### config.mk
export PLATFORM = sky130hd
export DESIGN_NAME = prv32_ex_mem_stage
export DESIGN_NICKNAME = d
export VERILOG_FILES = /design/src/rtl/prv32_defines_pkg.sv /design/src/rtl/prv32_branch_cmp.sv /design/src/rtl/prv32_ex_mem_stage.sv
export SDC_FILE = /design/constraint.sdc
export NUM_CORES = 1
export LEC_CHECK = 0
export ABC_AREA = 0
export BUFFER_PORTS_ARGS = -buffer_cell sky130_fd_sc_hd__buf_2
export CAP_MARGIN = 5
export CORE_AREA = 2 2 130 132
export DETAILED_ROUTE_END_ITERATION = 10
export DIE_AREA = 0 0 132 134
export HOLD_SLACK_MARGIN = 0.12
export MAX_ROUTING_LAYER = met4
export PLACE_DENSITY = 0.84
export REMOVE_ABC_BUFFERS = 1
export SLEW_MARGIN = 20
export SYNTH_ARGS = -nofsm -noshare
export SYNTH_HDL_FRONTEND = slang
export SYNTH_SLANG_ARGS = --single-unit
### constraint.sdc
create_clock -name clk -period 2.13 [get_ports clk]
set_input_delay 0.213 -clock clk [delete_from_list [all_inputs] [get_ports clk]]
set_output_delay 0.213 -clock clk [all_outputs]
set_load 0.05 [all_outputs]
### src/rtl/prv32_defines_pkg.sv
// Shared prv32 definitions: branch funct3 codes, EX/MEM stage FSM states,
// and the packed layout of the EX/MEM pipeline register.
package prv32_defines;

  localparam logic [2:0] BR_BEQ  = 3'b000;
  localparam logic [2:0] BR_BNE  = 3'b001;
  localparam logic [2:0] BR_BLT  = 3'b100;
  localparam logic [2:0] BR_BGE  = 3'b101;
  localparam logic [2:0] BR_BLTU = 3'b110;
  localparam logic [2:0] BR_BGEU = 3'b111;

  typedef enum logic {
    ST_NORMAL = 1'b0,
    ST_KILL   = 1'b1
  } ex_mem_state_e;

  typedef struct packed {
    logic [31:0] pc;
    logic [31:0] result;
    logic [31:0] rs2;
    logic [4:0]  rd;
    logic [2:0]  funct3;
    logic        mem_rd;
    logic        mem_wr;
    logic        reg_wr;
    logic        trap_misalign;
  } mem_entry_t;

endpackage

### src/rtl/prv32_branch_cmp.sv
// Branch condition evaluator. Purely combinational.
// Inputs : funct3 (branch kind), ALU flags cf/zf/vf/sf from a SUB (cf=1 => a>=b unsigned).
// Output : taken.
module prv32_branch_cmp
  import prv32_defines::*;
(
  input  logic [2:0] funct3,
  input  logic       cf,
  input  logic       zf,
  input  logic       vf,
  input  logic       sf,
  output logic       taken
);

  always_comb begin
    taken = 1'b0;
    case (funct3)
      BR_BEQ:  taken = zf;
      BR_BNE:  taken = ~zf;
      BR_BLT:  taken = (sf != vf);
      BR_BGE:  taken = (sf == vf);
      BR_BLTU: taken = ~cf;
      BR_BGEU: taken = cf;
      default: taken = 1'b0;
    endcase
  end

endmodule

### src/rtl/prv32_ex_mem_stage.sv
// EX-to-MEM boundary stage of the prv32 pipeline.
// Resolves branches/jumps into a registered one-cycle fetch redirect, picks the
// writeback value (ALU result or link address) and holds the instruction in a
// single-entry EX/MEM register with valid/ready handshakes on both sides.
// Ports:
//   ex_*      : EX-side instruction bundle and handshake (ex_valid/ex_ready)
//   alu_*     : ALU result and flags
//   redirect_*: fetch redirect pulse and target
//   mem_*     : registered EX/MEM fields and handshake (mem_valid/mem_ready)
//   flush     : pipeline kill, highest priority
module prv32_ex_mem_stage
  import prv32_defines::*;
#(
  parameter int unsigned XLEN = 32
) (
  input  logic            clk,
  input  logic            rst_n,
  input  logic            flush,
  input  logic            ex_valid,
  output logic            ex_ready,
  input  logic [XLEN-1:0] ex_pc,
  input  logic [XLEN-1:0] ex_imm,
  input  logic [XLEN-1:0] ex_rs2,
  input  logic [4:0]      ex_rd,
  input  logic [2:0]      ex_funct3,
  input  logic            ex_branch,
  input  logic            ex_jal,
  input  logic            ex_jalr,
  input  logic            ex_mem_rd,
  input  logic            ex_mem_wr,
  input  logic            ex_reg_wr,
  input  logic [XLEN-1:0] alu_r,
  input  logic            alu_cf,
  input  logic            alu_zf,
  input  logic            alu_vf,
  input  logic            alu_sf,
  output logic            redirect_valid,
  output logic [XLEN-1:0] redirect_pc,
  output logic            mem_valid,
  input  logic            mem_ready,
  output logic [XLEN-1:0] mem_pc,
  output logic [XLEN-1:0] mem_result,
  output logic [XLEN-1:0] mem_rs2,
  output logic [4:0]      mem_rd,
  output logic [2:0]      mem_funct3,
  output logic            mem_mem_rd,
  output logic            mem_mem_wr,
  output logic            mem_reg_wr,
  output logic            mem_trap_misalign
);

  ex_mem_state_e   state_q, state_d;
  logic            kill;

  logic            br_taken;
  logic            xfer_taken;
  logic [XLEN-1:0] rel_target;
  logic [XLEN-1:0] target;
  logic [XLEN-1:0] link_addr;
  logic            misalign;
  logic            accept;
  logic            load;
  logic            redirect;

  mem_entry_t      entry_q, entry_d;
  logic            mem_valid_q, mem_valid_d;
  logic            redirect_valid_q, redirect_valid_d;
  logic [XLEN-1:0] redirect_pc_q, redirect_pc_d;

  prv32_branch_cmp u_branch_cmp (
    .funct3 (ex_funct3),
    .cf     (alu_cf),
    .zf     (alu_zf),
    .vf     (alu_vf),
    .sf     (alu_sf),
    .taken  (br_taken)
  );

  // Control-transfer resolution
  always_comb begin
    xfer_taken = ex_jal | ex_jalr | (ex_branch & br_taken);
    rel_target = ex_pc + ex_imm;
    link_addr  = ex_pc + 32'd4;
    target     = ex_jalr ? {alu_r[XLEN-1:1], 1'b0} : rel_target;
    misalign   = xfer_taken & target[1];
  end

  // FSM: state register
  always_ff @(posedge clk or negedge rst_n) begin
    if (!rst_n) state_q <= ST_NORMAL;
    else        state_q <= state_d;
  end

  // FSM: next state. KILL always lasts one cycle; redirect already excludes
  // flush and wrong-path drops, so it alone decides entry into KILL.
  always_comb begin
    state_d = ST_NORMAL;
    if (state_q == ST_NORMAL && redirect) state_d = ST_KILL;
  end

  // FSM: outputs. In KILL the wrong-path instruction is swallowed, so no
  // downstream space is needed to accept it.
  always_comb begin
    kill     = (state_q == ST_KILL);
    ex_ready = ~mem_valid_q | mem_ready | kill;
  end

  always_comb begin
    accept   = ex_valid & ex_ready;
    load     = accept & ~kill & ~flush;
    redirect = load & xfer_taken & ~misalign;
  end

  // EX/MEM register next-state
  always_comb begin
    entry_d          = entry_q;
    mem_valid_d      = mem_valid_q;
    redirect_valid_d = redirect;
    redirect_pc_d    = redirect ? target : redirect_pc_q;
    if (flush) begin
      mem_valid_d = 1'b0;
    end else if (load) begin
      mem_valid_d            = 1'b1;
      entry_d.pc             = ex_pc;
      entry_d.result         = (ex_jal | ex_jalr) ? link_addr : alu_r;
      entry_d.rs2            = ex_rs2;
      entry_d.rd             = ex_rd;
      entry_d.funct3         = ex_funct3;
      entry_d.mem_rd         = ex_mem_rd;
      entry_d.mem_wr         = ex_mem_wr;
      entry_d.reg_wr         = ex_reg_wr;
      entry_d.trap_misalign  = misalign;
    end else if (mem_ready) begin
      mem_valid_d = 1'b0;
    end
  end

  always_ff @(posedge clk or negedge rst_n) begin
    if (!rst_n) begin
      entry_q          <= '0;
      mem_valid_q      <= 1'b0;
      redirect_valid_q <= 1'b0;
      redirect_pc_q    <= '0;
    end else begin
      entry_q          <= entry_d;
      mem_valid_q      <= mem_valid_d;
      redirect_valid_q <= redirect_valid_d;
      redirect_pc_q    <= redirect_pc_d;
    end
  end

  always_comb begin
    mem_valid         = mem_valid_q;
    redirect_valid    = redirect_valid_q;
    redirect_pc       = redirect_pc_q;
    mem_pc            = entry_q.pc;
    mem_result        = entry_q.result;
    mem_rs2           = entry_q.rs2;
    mem_rd            = entry_q.rd;
    mem_funct3        = entry_q.funct3;
    mem_mem_rd        = entry_q.mem_rd;
    mem_mem_wr        = entry_q.mem_wr;
    mem_reg_wr        = entry_q.reg_wr;
    mem_trap_misalign = entry_q.trap_misalign;
  end

endmodule
==> key figures, run 1 <==
Yosys
  – Post-synth top area cell: dfrtp_1
  – Synth Instances: about 980
  – Synth Flop Type: dfrtp_1
  – Netlist Area Pre-Place: between 8000 and 9000 sq um
  – Synth top area share: approximately 44%
  – Post-synth EDFFs: 0
  – Top post-synthesis cells by area: dfrtp_1, nand2_1, ha_1, a21oi_1, o21ai_0
  – Yosys warning total: 0
  – Post-synth ARST share: 100%
  – Flops & latches, synth: roughly 140
  – Library cells used by synthesis: 64
  – Sequential fraction of the synthesis area: between 40% and 50%
  – Avg Cell Area, Syn: 8.31 sq um

Pwr
  – Post-layout power: around 12000 uW
  – Leakage: 0.00646 uW
  – Worst vdd ir: ~0.64 mV
  – Pwr/cell area: around 970 nW/um^2

Placement
  – Routability cong.: between 0.9 and 1
  – Port buffer count: 293
  – Placed standard-cell area: between 10000 and 15000 sq um
  – Post-DP HPWL: 21500 microns

Global routing
  – Antenna violations before repair: 1
  – First-pass GRT wire length: 50300 microns
  – Number of global-route vias before repair: between 9k and 10k
  – All-layer global routing usage: around 37%
  – Grt ovf: 0
  – Largest net degree at the start of global routing: 82

Timing
  – Endpoints failing setup: 0
  – Ratio of final minimum period to clock period: 97.5%
  – Worst-margin pin slew: ~0.6 ns
  – RSZ-0062 raised after global routing: yes
  – Slew Limit Fails: 0
  – Slew HR: 60.9%
  – Peak Freq: roughly 480 MHz
  – Final hold vios: 0
  – Minimum clock period: 2.08 ns
  – Max Clock Skew: 0.00617 ns

Floorplan
  – Die ar.: approximately 18000 sq um
  – Core ar.: roughly 16000 sq um
  – Top-Level Pins: between 200 and 300
  – Rows: 47
  – Overall die height: roughly 130 microns
  – Die width: ~130 microns
  – Initial Util: approximately half

Routing
  – DR DRC count: 0
  – First-iteration detailed-routing DRC count: approximately 730
  – Final ANT Viol Nets: 0
  – Wire per inst: between 15 and 20 microns
  – Vias/cell: between 5 and 6
  – Drt first pass iters: 5
  – Routed Wire Length: roughly 32000 microns
  – Routed vias: about 9.5k

Clock network
  – CTS root buffer: clkbuf_16
  – CTS tree: done
  – Sink Count: approximately 140
  – H-Tree Depth: 4
  – Clk pin slew, worst setup/hold paths: about 0.060 ns
  – Later-pin clock latency in the skew report: 0.43 ns
  – Cts bufs inserted: 17
  – Max Root-Sink Buffers: 2

Worst setup path
  – Worst EP required: 2.44 ns
  – CP endpoint kind: flip-flop
  – WS Path Type: input pin to flip-flop
  – Worst r2r path cells: 7
  – Worst R2R Setup Slack: 0.19 ns
  – Crit path max fanout: 5
  – Startpoint Class: input pin
  – Crit path arrival time: roughly 2.4 ns

Finish
  – Most frequent cells in the layout: nand2_1, buf_2, buf_4
  – Fin area: 12400 sq um
  – Layout Nets: 1653
  – Layout cells sized above 1: about a third
  – Area Overhead vs Synth: 52.4%
  – Most common cell after layout, fill and taps aside: nand2_1

Run status
  – Outcome: finished, final reports clean

Worst hold path
  – Class of the worst hold path: input pin to flip-flop
  – Hold path depth: 3

Job
  – Max Cap Viol: 0
==> final timing paths <==
| kind | start | to |
|---|---|---|
| worst max-delay path | ex_pc[0] | redirect_pc[30] |
| worst min-delay path | alu_r[15] | mem_result[15] |
| worst max register to register | mem_valid | redirect_pc[15] |
| worst min register to register | mem_pc[27] | mem_pc[27] |
| max in group asynchronous | rst_n | redirect_pc[16] |
| min in group asynchronous | rst_n | mem_pc[8] |
==> sequential cells by signal, summed over array words and instances (netlist names), 3 cells and up <==
| name | flops |
|---|---|
| mem_result | 32 |
| mem_pc | 32 |
| redirect_pc | 32 |
| mem_funct3 | 3 |
| mem_rs2 | 32 |
| mem_rd | 5 |
==> kinds of logic (layout without fill, tap and decap cells) <==
kind of cell             after synthesis  count (layout)  share of synthesized area, %
other                                  0               1                             0
buffers and inverters                 63             567                          3.26
AND/OR/NAND/NOR                      461             461                          24.2
flip-flops                           143             143                          44.0
XOR/XNOR                              58              58                          6.25
adder cells (fa/ha/maj)               33              33                          5.17
AO/OA/AOI/OAI                        213             213                          16.2
multiplexers                           7               7                         0.878
==> synthesized netlist by cell type, types with 9 or more instances <==
cell type	number
nand2_1	311
dfrtp_1	143
a21oi_1	77
nor2_1	64
o21ai_0	62
clkbuf_1	38
ha_1	32
xnor2_1	29
xor2_1	29
nand3_1	17
a21o_1	15
nand4_1	14
and3_1	13
inv_1	12
a31oi_1	9
==> power breakdown <==
part / switching, uW / internal, uW / total (uW)
combinational: 3570 / 1390 / 4960
clock: 1280 / 2110 / 3390
sequential: 345 / 3290 / 3630
total: 5190 / 6790 / 12000
==> stage by stage <==
step | hold slack (ns) | util, % | setup TNS (ns) | std cells | worst slack (ns)
6_report | 0.125 | 76.0 | 0 | 1703 | 0.0541
4_1_cts | 0.120 | 75.6 | 0 | 1702 | 0.0218
3_5_place_dp | 0.237 | 66.6 | -8.08 | 1589 | -0.434
2_1_floorplan | -0.0826 | - | -489.75 | 928 | -4.85
5_1_grt | 0.134 | 76.0 | -0.160 | 1703 | -0.0460
3_3_place_gp | 0.226 | 66.6 | -6.79 | 1589 | -0.380
==> worst max-delay path, cell delays in order <==
cell and delay, ns:
buf_2 0.11, ha_1 0.25, fa_2 0.41, a21oi_4 0.18, o211ai_1 0.17, a221oi_2 0.29
buf_4 0.20, o21ai_1 0.09, nand4_1 0.14, o21ai_1 0.09, xnor2_1 0.14, o22ai_1 0.09
==> routing by layer <==
layer | part of all wire, % | global-route usage, % | wire length, microns
met5 | 0 | - | 0
met4 | 5.0 | 18.6 | 1610
met3 | 7.7 | 6.80 | 2490
met2 | 49 | 62.7 | 15800
met1 | 38 | 43.6 | 12400
==> area by class of cell <==
class	instances	area [sq um]
Tap cell	220	275
Fill cell	1117	3910
Timing Repair Buffer	522	3460
Clock buffer	18	429
Inverter	13	48.8
Multi-Input combinational cell	772	4350
Antenna cell	1	2.50
Clock inverter	14	229
Sequential cell	143	3580
==> repair_timing <==
item | in CTS | in global routing
endpoints found under the hold margin | 141 | 0
resized for setup | 1 | 13
cloned | 0 | 0
pin swaps | 0 | 3
buffers inserted | 0 | 1
hold buffers | 81 | 0
setup endpoints to repair | 5 | 20
Note: power is estimated with default switching activity, not from simulation.
==> run 2, diff against run 1 <==
==> constraint.sdc (replaced) <==
create_clock -name clk -period 2.13 [get_ports clk]
set_input_delay 0.1065 -clock clk [delete_from_list [all_inputs] [get_ports clk]]
set_output_delay 0.1065 -clock clk [all_outputs]
set_load 0.05 [all_outputs]
==> run 2 against run 1 <==
Utilization grew 0.98 points. Via count grew 0.61%. Clock skew grew 0.0039 ns. Setup slack lost 0.0092 ns. Die area is the same. Sequential share of layout area shrank 0.37 points. Largest power group unchanged. Highest routed layer unchanged.
==> key figures, run 2 (synthesized netlist as in run 1, its figures left out) <==
Pwr
  – Cell internal pwr: 6570 uW (-3.2%)
  – Sequential group share of total power: 30.8% (+0.5 points)
  – Sw Ratio: 44.1% (+0.75 points)
  – Comb power frac: 42.4% (+1.0 points)
  – Leakage: 0.00647 uW (+0.24%)
  – Pwr/cell area: 937 nW/um^2 (-3.2%)
  – Worst vdd ir: 0.643 mV (+0.67%)
  – Clk pwr share: 26.7% (-1.6 points)
  – Psw: 5180 uW (-0.21%)

Clock network
  – Max Root-Sink Buffers: 2 (unchanged)
  – Sink Count: 143 (unchanged)
  – Cts bufs inserted: 17 (unchanged)
  – H-Tree Depth: 4 (unchanged)
  – CTS tree: done
  – CTS root buffer: clkbuf_16
  – Later-pin clock latency in the skew report: 0.42 ns (about the same)
  – Clk pin slew, worst setup/hold paths: 0.06 ns (about the same)

Worst setup path
  – Worst EP required: 2.43 ns (about the same)
  – Startpoint Class: input pin
  – Reg-to-reg startpoint: mem_valid
  – Crit-path cells: buf_2 -> dlygate4sd3_1 -> buf_4 -> and4_2 -> and4_2 -> and3_2 -> buf_4 -> nand3_1 -> xnor2_1 -> buf_4 -> nor2_1 -> o21ai_1
  – Most common cell on crit path: buf_4
  – Crit path largest cell delay: 0.55 ns (+0.14 ns)
  – CP max stage cell: dlygate4sd3_1
  – Reg2reg end: redirect_pc[15]
  – Crit path max fanout: 4 (-1)
  – WS Path Type: input pin to flip-flop
  – Launch point of the worst path: ex_pc[12]
  – Delay-heaviest family, CP: buffers and inverters
  – Critical path buffers and inverters: 5 (+3)
  – Worst R2R Setup Slack: 0.18 ns (about the same)
  – Crit path arrival time: 2.39 ns (about the same)
  – Worst r2r path cells: 7 (unchanged)
  – CP endpoint kind: flip-flop

Floorplan
  – Initial Util: 49.9% (unchanged)
  – Die ar.: 17700 sq um (unchanged)
  – Overall die height: 134 microns (unchanged)
  – Die width: 132 microns (unchanged)
  – Core ar.: 16300 sq um (unchanged)
  – Top-Level Pins: 294 (unchanged)
  – Rows: 47 (unchanged)

Timing
  – Max Clock Skew: 0.0101 ns (+0.00390 ns)
  – Minimum clock period: 2.09 ns (+0.00917 ns)
  – RSZ-0062 raised after global routing: yes
  – Endpoints failing setup: 0 (unchanged)
  – Slew HR: 61.8% (+0.87 points)
  – Setup ws final: 0.0449 ns (-0.00917 ns)
  – Peak Freq: 480 MHz (-0.44%)
  – Final hold vios: 0 (unchanged)
  – Ratio of final minimum period to clock period: 97.9% (+0.43 points)
  – Worst-margin pin slew: 0.567 ns (-0.0191 ns)
  – Slew Limit Fails: 0 (unchanged)

Finish
  – Area Overhead vs Synth: 54.3%
  – Final Core Density: 77.0% (+0.98 points)
  – Sequential cell area: 3580 sq um (unchanged)
  – Layout Nets: 1664 (+0.67%)
  – Finished Layout Cells: 1715 (+0.70%)
  – Layout cells sized above 1: 33.3% (-0.58 points)
  – Most frequent cells in the layout: nand2_1, buf_2, dfrtp_1
  – Most common cell after layout, fill and taps aside: nand2_1
  – Area of the multi-input gates: 4390 sq um (+0.75%)
  – Fillers: 1072 (-4.0%)

Global routing
  – First-pass GRT wire length: 50100 microns (-0.52%)
  – GR met3 Demand/Resource: 6.84% (+0.038 points)
  – Met2 usage: 61.5% (-1.3 points)
  – Grt ovf: 0 (unchanged)
  – All-layer global routing usage: 37.0% (-0.50 points)
  – Grt peak-use layer: met2
  – Largest net degree at the start of global routing: 69 (-16%)
  – Number of global-route vias before repair: 9770 (+2.2%)
  – Antenna violations before repair: 2 (+1)
  – Routing usage on met1: 42.0% (-1.7 points)

Routing
  – Routed vias: 9571 (+0.61%)
  – Drt first pass iters: 5 (unchanged)
  – Routed Wire Length: 32400 microns (+0.35%)
  – Wire per inst: 18.9 microns (-0.35%)
  – DR DRC count: 0 (unchanged)
  – Vias/cell: 5.58 (about the same)
  – Final ANT Viol Nets: 0 (unchanged)
  – First-iteration detailed-routing DRC count: 723 (-1.1%)

Worst hold path
  – Class of the worst hold path: input pin to async pin

Placement
  – Post-Place Worst Slack: -0.314 ns (+0.120 ns)
  – Post-DP HPWL: 20900 microns (-2.6%)
  – Placed Instances: 1567 (-1.4%)
  – Port buffer count: 293 (unchanged)
  – Routability cong.: 0.941 (-2.0%)

Run status
  – Outcome: finished, final reports clean

Job
  – Max Cap Viol: 0 (unchanged)
-- run 2: worst max-delay path by stage --
stage | endpoint | cells past startpoint
after global routing | mem_result[25] | 13
after floorplan | redirect_pc[15] | 6
final | mem_result[19] | 12
after detailed placement | redirect_pc[30] | 12
after CTS | mem_result[19] | 12
after global placement | redirect_pc[28] | 11
-- run 2: layer usage --
layer	share of wire (%)	up-vias
met5	0	-
met4	6.1	0
met3	7.0	154
met2	49	549
met1	38	4542
li1	-	4326
-- run 2: final cells by class --
type	count	share of cell area, %
Timing Repair Buffer	533	28.9
Sequential cell	143	28.5
Tap cell	220	2.20
Multi-Input combinational cell	772	35.0
Antenna cell	2	0.0399
Clock inverter	14	1.46
Clock buffer	18	3.42
Inverter	13	0.419
-- run 2: power groups by stage --
stage	clock, uW	combinational (uW)	sequential (uW)
final	3140	4990	3620
after global routing	3270	5230	3680
after CTS	3150	4850	3590
after detailed placement	0	4660	3630
after global placement	0	4610	3610
after floorplan	0	1110	5650
-- run 2: metrics by stage --
stage	setup TNS [ns]	hold WS [ns]	area, sq um	total power, uW
after floorplan	-489.75	-0.189	7910	6760
after global placement	-4.01	0.0535	10700	8220
after detailed placement	-4.89	0.0571	10700	8290
after CTS	0	0.175	12400	11600
after global routing	-0.129	0.205	12500	12200
final	0	0.174	12500	11700
-- run 2: what timing repair did --
| action | 4_1_cts | 5_1_grt |
|---|---|---|
| hold buffers | 111 | 0 |
| setup buffers | 0 | 3 |
| resized for setup | 0 | 30 |
| endpoints found under the setup margin | 0 | 26 |
| hold endpoints to repair | 279 | 0 |
==> run 3, diff against run 2 <==
- REMOVE_ABC_BUFFERS: 1 -> default
==> run 3 against run 2 <==
Total power is 1.7% higher. Final cell count is 0.41% lower. Hold slack better by 0.0013 ns. Setup slack worse by 0.020 ns. Sequential share of layout area rose by 0.16 points. Design area decreased by 0.55%. Clock power grew 4%. Combinational power rose by 1%. Utilization down 0.42 points. Critical endpoint is now mem_result[20]. Largest cell class unchanged.
==> key figures, run 3 (synthesized netlist as in run 1, its figures left out) <==
Run status
  – Outcome: finished, final reports clean

Yosys
  – Mapped Nets: about 1.2k

Pwr
  – Sequential group share of total power: 30.3% (-0.5 points)
  – Sw Ratio: 45.0% (+0.88 points)
  – Worst vdd ir: 0.578 mV (-10%)
  – Leakage: 0.00642 uW (-0.83%)
  – Comb power frac: 42.3% (about the same)
  – Cell internal pwr: 6570 uW (about the same)
  – Pwr/cell area: 958 nW/um^2 (+2.2%)
  – Clk pwr share: 27.4% (+0.7 points)
  – Psw: 5370 uW (+3.7%)

Timing
  – Worst-margin pin slew: 0.624 ns (+0.0573 ns)
  – Ratio of final minimum period to clock period: 98.8% (+0.93 points)
  – Slew HR: 58.0% (-3.9 points)
  – Setup ws final: 0.0252 ns (-0.0197 ns)
  – Peak Freq: 475 MHz (-0.94%)
  – Minimum clock period: 2.10 ns (+0.0197 ns)
  – Max Clock Skew: 0.00847 ns (-0.00159 ns)
  – Final hold vios: 0 (unchanged)
  – Endpoints failing setup: 0 (unchanged)
  – Slew Limit Fails: 0 (unchanged)
  – Setup TNS Final: 0 ns (unchanged)

Placement
  – Post-Place Worst Slack: -0.311 ns (+0.00264 ns)
  – Placed Instances: 1556 (-0.70%)
  – Post-DP HPWL: 22000 microns (+5.2%)
  – Routability cong.: 0.982 (+4.4%)
  – Port buffer count: 293 (unchanged)

Worst setup path
  – Crit path max fanout: 6 (+2)
  – Worst EP required: 2.43 ns (about the same)
  – CP endpoint kind: flip-flop
  – Crit. path cell count: 11 (-1)
  – Startpoint Class: input pin
  – Worst r2r path cells: 8 (+1)
  – Worst R2R Setup Slack: 0.20 ns (+0.02 ns)
  – CP max stage cell: dlygate4sd3_1
  – Most common cell on crit path: buf_4
  – Critical path buffers and inverters: 4 (-1)
  – Delay-heaviest family, CP: buffers and inverters
  – Reg2reg end: redirect_pc[20]
  – Reg-to-reg startpoint: kill
  – WS Path Type: input pin to flip-flop
  – Crit path largest cell delay: 0.56 ns (about the same)
  – Crit path arrival time: 2.40 ns (about the same)
  – Crit-path cells: buf_2 -> dlygate4sd3_1 -> buf_4 -> ha_1 -> nand2_1 -> nor2_1 -> buf_4 -> and3_2 -> nand4_1 -> xor2_1 -> o21ai_0

Clock network
  – Cts bufs inserted: 17 (unchanged)
  – CTS root buffer: clkbuf_16
  – Later-pin clock latency in the skew report: 0.43 ns (about the same)
  – CTS tree: done
  – Clk pin slew, worst setup/hold paths: 0.07 ns (about the same)
  – Sink Count: 143 (unchanged)
  – Max Root-Sink Buffers: 2 (unchanged)
  – H-Tree Depth: 4 (unchanged)

Routing
  – Wire per inst: 20.2 microns (+7.0%)
  – Routed Wire Length: 34500 microns (+6.5%)
  – Routed vias: 9868 (+3.1%)
  – First-iteration detailed-routing DRC count: 1059 (+46%)
  – DR DRC count: 0 (unchanged)
  – Vias/cell: 5.78 (+3.5%)
  – Drt first pass iters: 6 (+1)
  – Final ANT Viol Nets: 0 (unchanged)

Finish
  – Most frequent cells in the layout: nand2_1, buf_2, dfrtp_1
  – Layout Nets: 1657 (-0.42%)
  – Most common cell after layout, fill and taps aside: nand2_1
  – Finished Layout Cells: 1708 (-0.41%)
  – Area Overhead vs Synth: 53.5%
  – Layout cells sized above 1: 32.3% (-0.99 points)

Job
  – Max Cap Viol: 0 (unchanged)

Floorplan
  – Rows: 47 (unchanged)
  – Die width: 132 microns (unchanged)
  – Die ar.: 17700 sq um (unchanged)
  – Top-Level Pins: 294 (unchanged)
  – Core ar.: 16300 sq um (unchanged)
  – Overall die height: 134 microns (unchanged)
  – Initial Util: 49.9% (unchanged)

Global routing
  – Number of global-route vias before repair: 9567 (-2.1%)
  – All-layer global routing usage: 38.6% (+1.7 points)
  – First-pass GRT wire length: 51600 microns (+3.0%)
  – Antenna violations before repair: 2 (unchanged)
  – Grt ovf: 0 (unchanged)
  – Largest net degree at the start of global routing: 94 (+36%)

Worst hold path
  – Class of the worst hold path: input pin to async pin
## run 3: changes by cell type in the layout (fill, tap and decap cells not counted), sizes merged
| cell | change |
|---|---|
| buf | -9 |
| clkinvlp | +1 |
| clkbuf | -1 |
| inv | +3 |
| dlygate4sd3 | +3 |
| clkinv | -3 |
| dlymetal6s4s | -1 |
## run 3: routing by layer
| metal | track usage [%] | share of wire, % | wire, microns |
|---|---|---|---|
| met5 | - | 0 | 0 |
| met4 | 21.7 | 6.5 | 2250 |
| met3 | 9.52 | 9.8 | 3380 |
| met2 | 61.9 | 47 | 16200 |
| met1 | 44.7 | 37 | 12700 |
## run 3: area by class of cell
cell class                 count  area [sq um]
clock buffer                  17           425
sequential                   143          3580
fill                        1062          3820
tap                          220           275
clock inverter                15           199
inverter                      13          48.8
antenna                        2          5.00
timing repair buffer         526          3580
multi-input combinational    772          4360
## run 3: timing repair
| action | CTS | global route |
|---|---|---|
| hold buffers | 113 | 0 |
| setup buffers | 0 | 3 |
| hold endpoints to repair | 273 | 0 |
| endpoints found under the setup margin | 0 | 28 |
| resized for setup | 0 | 21 |
## run 3: through the flow
stage	utilization, %	total power (uW)	instance area (sq um)	hold slack [ns]
after floorplan	-	6780	8120	-0.189
after global placement	65.1	8240	10600	0.0701
after detailed placement	65.1	8320	10600	0.0715
after CTS	75.8	11700	12400	0.180
after global routing	76.5	12300	12500	0.207
final	76.5	11900	12500	0.175
## run 3: worst max-delay path by stage
stage,start,to,slack [ns]
after floorplan,ex_pc[0],redirect_pc[28],0.002
final,ex_pc[2],mem_result[20],0.03
after CTS,ex_pc[12],mem_result[31],0.02
after detailed placement,ex_pc[0],redirect_pc[14],-0.31
after global placement,ex_pc[0],redirect_pc[26],-0.24
after global routing,ex_pc[18],mem_result[30],-0.03
## run 3: power groups by stage
stage | combinational (uW) | sequential (uW) | clock, uW
final | 5050 | 3620 | 3270
after global routing | 5270 | 3670 | 3400
after CTS | 4890 | 3580 | 3250
after detailed placement | 4700 | 3620 | 0
after global placement | 4630 | 3600 | 0
after floorplan | 1140 | 5650 | 0
